<file path="src/rtl/drbg_pkg.sv">
// Shared encodings for the DRBG command scheduler: core commands, FSM states
// and the default reseed interval.
package drbg_pkg;

  typedef enum logic [1:0] {
    CmdInit     = 2'b00,
    CmdReseed   = 2'b01,
    CmdGenerate = 2'b10
  } drbg_cmd_e;

  typedef enum logic [1:0] {
    StIdle  = 2'b00,
    StIssue = 2'b01,
    StWait  = 2'b10
  } sched_state_e;

  localparam int unsigned DefaultReseedInterval = 480;
  localparam int unsigned ReseedCountWidth      = 32;

endpackage

</file>
<file path="src/rtl/drbg_reseed_counter.sv">
// Generates-since-reseed counter: saturating increment, clear, and the
// reseed-due compare gated by reseed_block.
module drbg_reseed_counter
  import drbg_pkg::*;
#(
  parameter int unsigned RESEED_INTERVAL = DefaultReseedInterval
) (
  input  logic clk,
  input  logic reset,
  input  logic clear,
  input  logic incr,
  input  logic reseed_block,
  output logic due
);

  logic [ReseedCountWidth-1:0] count_q, count_d;

  always_comb begin
    count_d = count_q;
    if (clear) begin
      count_d = '0;
    end else if (incr && (count_q != '1)) begin
      count_d = count_q + 1'b1;
    end
  end

  always_ff @(posedge clk) begin
    if (reset) begin
      count_q <= '0;
    end else begin
      count_q <= count_d;
    end
  end

  assign due = (count_q >= ReseedCountWidth'(RESEED_INTERVAL)) && !reseed_block;

endmodule

</file>
<file path="src/rtl/drbg_scheduler.sv">
// DRBG command scheduler: arbitrates init, reseed and generate commands to the core.
// Optional watchdog on the WAIT state is compiled in with DRBG_SCHED_WATCHDOG_EN.
module drbg_scheduler
  import drbg_pkg::*;
#(
  parameter int unsigned RESEED_INTERVAL = DefaultReseedInterval,
  parameter int unsigned WATCHDOG_CYCLES = 1024
) (
  input  logic        clk,
  input  logic        reset,
  input  logic        init_req,
  input  logic        line_req,
  input  logic        catch_up_req,
  input  logic        reseed_block,
  input  logic        core_done,
  output logic        core_start,
  output logic [1:0]  core_cmd,
  output logic        init_done,
  output logic        line_ack,
  output logic        catch_up_ack,
  // "sequence" is a reserved word, hence the suffix.
  output logic [31:0] sequence_count,
  output logic        line_overrun,
  output logic        busy
`ifdef DRBG_SCHED_WATCHDOG_EN
  ,
  output logic        timeout_err
`endif
);

  sched_state_e state_q, state_d;
  drbg_cmd_e    cmd_q, cmd_d;
  logic         owner_cu_q, owner_cu_d;
  logic         pending_q, pending_d;
  logic         init_done_q, init_done_d;
  logic [31:0]  seq_q, seq_d;
  logic         line_ack_q, line_ack_d;
  logic         cu_ack_q, cu_ack_d;
  logic         overrun_q, overrun_d;
  logic         cnt_clear, cnt_incr, reseed_due;
  logic         issue_line;

`ifdef DRBG_SCHED_WATCHDOG_EN
  logic [31:0]  wd_cnt_q, wd_cnt_d;
  logic         timeout_q, timeout_d;
`else
  logic         unused_watchdog;
  assign unused_watchdog = ^WATCHDOG_CYCLES;
`endif

  drbg_reseed_counter #(
    .RESEED_INTERVAL(RESEED_INTERVAL)
  ) u_reseed_counter (
    .clk         (clk),
    .reset       (reset),
    .clear       (cnt_clear),
    .incr        (cnt_incr),
    .reseed_block(reseed_block),
    .due         (reseed_due)
  );

  assign issue_line = (state_q == StIssue) && (cmd_q == CmdGenerate) && !owner_cu_q;

  always_comb begin
    state_d     = state_q;
    cmd_d       = cmd_q;
    owner_cu_d  = owner_cu_q;
    pending_d   = pending_q;
    init_done_d = init_done_q;
    seq_d       = seq_q;
    line_ack_d  = 1'b0;
    cu_ack_d    = 1'b0;
    overrun_d   = 1'b0;
    cnt_clear   = 1'b0;
    cnt_incr    = 1'b0;
`ifdef DRBG_SCHED_WATCHDOG_EN
    wd_cnt_d    = wd_cnt_q;
    timeout_d   = timeout_q;
`endif

    // A request landing on the issue cycle of the held line re-arms the flag.
    if (issue_line) pending_d = 1'b0;
    if (line_req) begin
      if (pending_q && !issue_line) overrun_d = 1'b1;
      else                          pending_d = 1'b1;
    end

    unique case (state_q)
      StIdle: begin
        if (init_req) begin
          cmd_d   = CmdInit;
          state_d = StIssue;
        end else if (init_done_q && reseed_due) begin
          cmd_d   = CmdReseed;
          state_d = StIssue;
        end else if (init_done_q && catch_up_req) begin
          cmd_d      = CmdGenerate;
          owner_cu_d = 1'b1;
          state_d    = StIssue;
        end else if (init_done_q && pending_q) begin
          cmd_d      = CmdGenerate;
          owner_cu_d = 1'b0;
          state_d    = StIssue;
        end
      end
      StIssue: begin
        state_d = StWait;
        if (cmd_q == CmdInit) init_done_d = 1'b0;
`ifdef DRBG_SCHED_WATCHDOG_EN
        wd_cnt_d = '0;
`endif
      end
      StWait: begin
        if (core_done) begin
          state_d = StIdle;
          unique case (cmd_q)
            CmdInit: begin
              init_done_d = 1'b1;
              seq_d       = '0;
              cnt_clear   = 1'b1;
            end
            CmdReseed: cnt_clear = 1'b1;
            CmdGenerate: begin
              seq_d    = seq_q + 32'd1;
              cnt_incr = 1'b1;
              if (owner_cu_q) cu_ack_d   = 1'b1;
              else            line_ack_d = 1'b1;
            end
            default: ;
          endcase
`ifdef DRBG_SCHED_WATCHDOG_EN
        end else if (wd_cnt_q == 32'(WATCHDOG_CYCLES - 1)) begin
          state_d     = StIdle;
          timeout_d   = 1'b1;
          init_done_d = 1'b0;
        end else begin
          wd_cnt_d = wd_cnt_q + 32'd1;
`endif
        end
      end
      default: state_d = StIdle;
    endcase
  end

  always_ff @(posedge clk) begin
    if (reset) begin
      state_q     <= StIdle;
      cmd_q       <= CmdInit;
      owner_cu_q  <= 1'b0;
      pending_q   <= 1'b0;
      init_done_q <= 1'b0;
      seq_q       <= '0;
      line_ack_q  <= 1'b0;
      cu_ack_q    <= 1'b0;
      overrun_q   <= 1'b0;
`ifdef DRBG_SCHED_WATCHDOG_EN
      wd_cnt_q    <= '0;
      timeout_q   <= 1'b0;
`endif
    end else begin
      state_q     <= state_d;
      cmd_q       <= cmd_d;
      owner_cu_q  <= owner_cu_d;
      pending_q   <= pending_d;
      init_done_q <= init_done_d;
      seq_q       <= seq_d;
      line_ack_q  <= line_ack_d;
      cu_ack_q    <= cu_ack_d;
      overrun_q   <= overrun_d;
`ifdef DRBG_SCHED_WATCHDOG_EN
      wd_cnt_q    <= wd_cnt_d;
      timeout_q   <= timeout_d;
`endif
    end
  end

  assign core_start     = (state_q == StIssue);
  assign core_cmd       = cmd_q;
  assign busy           = (state_q != StIdle);
  assign init_done      = init_done_q;
  assign line_ack       = line_ack_q;
  assign catch_up_ack   = cu_ack_q;
  assign line_overrun   = overrun_q;
  assign sequence_count = seq_q;
`ifdef DRBG_SCHED_WATCHDOG_EN
  assign timeout_err    = timeout_q;
`endif

endmodule

</file>
<file path="config.mk">
export PLATFORM = sky130hd
export DESIGN_NAME = drbg_scheduler
export DESIGN_NICKNAME = d
export VERILOG_FILES = /design/src/rtl/drbg_pkg.sv /design/src/rtl/drbg_reseed_counter.sv /design/src/rtl/drbg_scheduler.sv
export SDC_FILE = /design/constraint.sdc
export NUM_CORES = 1
export LEC_CHECK = 0
export CORE_MARGIN = 10
export CORE_UTILIZATION = 30
export CTS_BUF_LIST = sky130_fd_sc_hd__clkbuf_4
export CTS_CLUSTER_DIAMETER = 100
export CTS_CLUSTER_SIZE = 20
export DETAILED_ROUTE_END_ITERATION = 10
export PLACE_DENSITY = 0.52
export SETUP_SLACK_MARGIN = 0.15
export SLEW_MARGIN = 30
export SYNTH_ARGS = -nofsm -noshare
export SYNTH_HDL_FRONTEND = slang
export SYNTH_HIERARCHICAL = 1
export SYNTH_SLANG_ARGS = --single-unit
</file>
<file path="constraint.sdc">
create_clock -name clk -period 7.3 [get_ports clk]
set_input_delay 1.095 -clock clk [delete_from_list [all_inputs] [get_ports clk]]
set_output_delay 1.095 -clock clk [all_outputs]
set_load 0.05 [all_outputs]
</file>
==> results.md <==
- Result of the run: complete, no violations
- Arr. time, crit path: about 3.7 ns
- Buffer levels on the longest clock path: 2
- Post-CTS Resized: 0
- Dominant synthesized flop cell: sky130_fd_sc_hd__dfxtp_1
- EDFF count, synth: 0
- Worst min-delay path category: flop to flop
- Post-Place Cell Area: approximately 0.0044 sq mm
- Mapped Avg Cell Area: 8.34 sq um
- Max incr delay on CP: 0.58 ns
- Number of nets in the synthesized netlist: 463
- Core box area: 0.0122 sq mm
- Pin count of the biggest net entering global routing: 30
- Die area: 0.0175 sq mm
- Cell count after synthesis: ~450
- Worst slew slack as a fraction of its limit: 40.7%
- Final slew viol count: 0
- Number of antenna violations at the first check in global routing: 1
- Number of CTS-inserted buffers: 9
- Number of H-tree levels: 3
- Detailed-route DRC error count: 0
- Power Internal: 558 uW
- Area delta synth->final: 19.8%
- Total detailed-routing wirelength: around 10,000 um
- Worst hold start: sequence_count[31]
- Worst reg2reg setup slack: 4.72 ns
- Max-capacitance violation count: 0
- Seq/Total Area, Yosys: 39.2%
- Library cell used as clock root buffer: sky130_fd_sc_hd__clkbuf_4
- Detailed Place HPWL: 7380 um
- Cells along the critical path: clkdlybuf4s50_1 > nor4bb_1 > buf_4 > nand2_1 > inv_1 > nand2_1 > nor2_1 > nand2_2 > or4_1 > a21oi_1
- Count of buffers inserted at the top-level ports: 46
- Number of flip-flops and latches in the synthesized netlist: 74
- Register share of total power: 55.8%
- Fmax: approximately 300 MHz
- Sw Share: 23.9%
- Post-detailed-route wirelength per cell: 15.3 um
- Cell accounting for the most synthesized area: sky130_fd_sc_hd__dfxtp_1
- Number of endpoints with negative hold slack in the final report: 0
- Io pins: between 40 and 50
- Vias after detailed routing: 3,599
- Largest fanout of any net on the critical path: 9
- Worst Hold Path EP: sequence_count[31]
- Placement Rows: 40
- Net count, final: 500
- Cts hold-fix bufs: 0
- Reg2reg start: state_q[1]
- Clock tree from TritonCTS: yes
- Via count of the first global-routing pass: 3,376
- Leakage power summed over all cells: 0.00137 uW
- Clock-pin slew on the worst setup and hold paths: 0.13 ns
- Synth cell types: 53
- FF-to-FF path depth: 9
- Slowest cell on crit path: sky130_fd_sc_hd__clkdlybuf4s50_1
- Gr usage total: 11.5%
- Global-route wire length before repair: 17,100 um
- Worst-Skew Late Latency: 0.42 ns
- Count of routing violations after the opening detailed-route iteration: approximately 220
- Combinational fraction of design power: 4.7%
- Power density cells: 162 mW/mm^2
- Worst hold path cell count: 2
- Total setup violations reported at the end of the flow: 0
- Minimum period implied by the final worst setup slack: about 3.4 ns
- Setup TNS: 0 ns
- Post-CTS setup repair buffer count: 0
- Top cells by area, synth: sky130_fd_sc_hd__dfxtp_1 39%, sky130_fd_sc_hd__a21oi_1 6.0%, sky130_fd_sc_hd__o31ai_1 4.0%
- Part of the power in the clock network: about 40%
- Startpoint class of the critical path: input port
- Antenna violation net count after detailed routing: 0
- Kind of end point of the critical path: flop
- Vias per Instance: 5.42
- Data required time at the worst endpoint: around 7.7 ns
- Sinks on the clock net: 74
- Die Span X: 132 um
- Chip Height: 132 um
- Sw power: 175 uW
- Ratio of cells with drive above 1 in the final layout: 5.86%
- Remaining Overflow, GRT: 0
- Gp weighted congestion: 0.816
- Number of search-and-repair iterations in the first detailed-routing pass: 6
- Destination of the worst register-to-register timing path: u_reseed_counter/count_q[29]
- Clock skew: around 0.021 ns
- Part of the cycle the worst path needs: 46.1%
- Area of the mapped netlist: 0.00378 sq mm
- Critical Path Most Common Cell: sky130_fd_sc_hd__nand2_1
- Share of Yosys cell area claimed by the top area cell type: 39.2%
- Crit Path Category: input port to flop
- Starting density of the core: around 31%
- Asr flop ratio synth: 0%
- Setup repair after global routing missed its margin: false
- Yosys warnings: 6
- Pin slew with the least headroom to its limit: slightly below 0.9 ns
- Post-route design area: 0.00453 sq mm
- IR Drop Worst-Case VDD: 0.0000975 V
[registers in the layout, summed over array words and instances, names as in the netlist]
signal,count
line_ack,1
state_q,2
sequence_count,32
catch_up_ack,1
pending_q,1
init_done,1
core_cmd,2
u_reseed_counter/count_q,32
owner_cu_q,1
line_overrun,1
[how the worst max path moves through the flow]
stage	startpoint	endpoint	slack [ns]	cells past startpoint
6_report	core_done	u_reseed_counter/count_q[29]	3.93	10
5_1_grt	core_done	u_reseed_counter/count_q[12]	3.72	9
4_1_cts	core_done	u_reseed_counter/count_q[29]	3.99	10
3_5_place_dp	core_done	u_reseed_counter/count_q[29]	3.55	10
3_3_place_gp	core_done	u_reseed_counter/count_q[19]	3.63	9
2_1_floorplan	core_done	u_reseed_counter/count_q[29]	4.20	10
[power by group through the flow]
| stage | combinational, uW | sequential (uW) | clock [uW] |
|---|---|---|---|
| final | 34.2 | 409 | 290 |
| after global routing | 37.1 | 409 | 320 |
| after CTS | 34.8 | 409 | 303 |
| after detailed placement | 34.6 | 418 | 0 |
| after global placement | 33.4 | 418 | 0 |
| after floorplan | 20.3 | 418 | 0 |
[Yosys cell counts (3+ instances only)]
master,n
sky130_fd_sc_hd__mux2i_1,3
sky130_fd_sc_hd__ha_1,3
sky130_fd_sc_hd__nand3_1,29
sky130_fd_sc_hd__clkbuf_1,12
sky130_fd_sc_hd__a21oi_1,45
sky130_fd_sc_hd__inv_1,9
sky130_fd_sc_hd__o31ai_1,20
sky130_fd_sc_hd__nand2_1,30
sky130_fd_sc_hd__and4_1,12
sky130_fd_sc_hd__o311ai_0,3
sky130_fd_sc_hd__nand2b_1,4
sky130_fd_sc_hd__buf_2,6
sky130_fd_sc_hd__xnor2_1,7
sky130_fd_sc_hd__and3_1,7
sky130_fd_sc_hd__dfxtp_1,74
sky130_fd_sc_hd__and4b_1,4
sky130_fd_sc_hd__nor3_1,4
sky130_fd_sc_hd__nor2_1,33
sky130_fd_sc_hd__nand4_1,20
sky130_fd_sc_hd__and2_1,5
sky130_fd_sc_hd__xor2_1,9
sky130_fd_sc_hd__nor4_1,11
sky130_fd_sc_hd__or4_1,20
sky130_fd_sc_hd__o21ai_0,21
sky130_fd_sc_hd__or3_1,24
[metrics by stage]
step	power [uW]	hold slack (ns)	utilization (%)	cells	setup WS, ns
2_1_floorplan	438	0.437	-	453	4.20
3_3_place_gp	451	0.465	35.8	646	3.63
3_5_place_dp	453	0.482	35.9	647	3.55
4_1_cts	747	0.500	37.2	663	3.99
5_1_grt	767	0.531	37.2	664	3.72
6_report	733	0.496	37.2	664	3.93
[layout by cell type, fill, tap and decap left out, types with 2 or more instances in the layout]
| master | instances |
|---|---|
| sky130_fd_sc_hd__nor3_1 | 4 |
| sky130_fd_sc_hd__and2_1 | 5 |
| sky130_fd_sc_hd__nand2b_1 | 4 |
| sky130_fd_sc_hd__bufinv_16 | 2 |
| sky130_fd_sc_hd__or2_2 | 2 |
| sky130_fd_sc_hd__or4_1 | 20 |
| sky130_fd_sc_hd__clkinv_2 | 2 |
| sky130_fd_sc_hd__o21ai_0 | 21 |
| sky130_fd_sc_hd__and4_1 | 12 |
| sky130_fd_sc_hd__and4b_1 | 4 |
| sky130_fd_sc_hd__nand4b_1 | 2 |
| sky130_fd_sc_hd__nand4_2 | 2 |
| sky130_fd_sc_hd__dfxtp_1 | 74 |
| sky130_fd_sc_hd__o211ai_1 | 2 |
| sky130_fd_sc_hd__xnor2_1 | 7 |
| sky130_fd_sc_hd__clkdlybuf4s50_1 | 46 |
| sky130_fd_sc_hd__or3_1 | 24 |
| sky130_fd_sc_hd__nor4_1 | 11 |
| sky130_fd_sc_hd__xor2_1 | 9 |
| sky130_fd_sc_hd__inv_1 | 9 |
| sky130_fd_sc_hd__mux2i_1 | 3 |
| sky130_fd_sc_hd__nor2_1 | 33 |
| sky130_fd_sc_hd__buf_4 | 2 |
| sky130_fd_sc_hd__o311ai_0 | 3 |
| sky130_fd_sc_hd__nor3b_1 | 2 |
| sky130_fd_sc_hd__o31a_1 | 2 |
| sky130_fd_sc_hd__nand4_1 | 20 |
| sky130_fd_sc_hd__nor4b_1 | 2 |
| sky130_fd_sc_hd__a21oi_1 | 45 |
| sky130_fd_sc_hd__nand2_1 | 30 |
| sky130_fd_sc_hd__o41ai_1 | 2 |
| sky130_fd_sc_hd__ha_1 | 3 |
| sky130_fd_sc_hd__o31ai_2 | 2 |
| sky130_fd_sc_hd__o31ai_1 | 20 |
| sky130_fd_sc_hd__and3_1 | 7 |
| sky130_fd_sc_hd__nand3_1 | 29 |
| sky130_fd_sc_hd__clkbuf_4 | 10 |
[cell type report]
type / instances / area, sq um
Inverter: 9 / 33.8
Fill cell: 1291 / 7630
Timing Repair Buffer: 49 / 490
Clock buffer: 10 / 75.1
Tap cell: 168 / 210
Clock inverter: 6 / 81.3
Antenna cell: 1 / 2.50
Multi-Input combinational cell: 347 / 2150
Sequential cell: 74 / 1480
[critical path, delay by kind of cell]
family | cells | cell delay (ns)
AO/OA/AOI/OAI | 1 | 0.15
buffers and inverters | 3 | 1.07
AND/OR/NAND/NOR | 6 | 1.39
[cells by family (layout without fill, tap and decap cells)]
logic type	after synthesis	count (layout)	share of synthesized area, %
adder cells (fa/ha/maj)	3	3	0.993
buffers and inverters	32	74	3.81
multiplexers	4	4	1.09
XOR/XNOR	16	16	3.71
flip-flops	74	74	39.2
other	0	1	0
AND/OR/NAND/NOR	219	219	33.9
AO/OA/AOI/OAI	105	105	17.3
[metal layers]
layer	share of wire [%]	routed length (um)	track usage, %
met1	46	4710	13.9
met2	48	4880	18.8
met3	4.2	422	3.24
met4	1.2	124	4.22
met5	0	0	0
No activity file was read; power rests on OpenSTA's default activity.
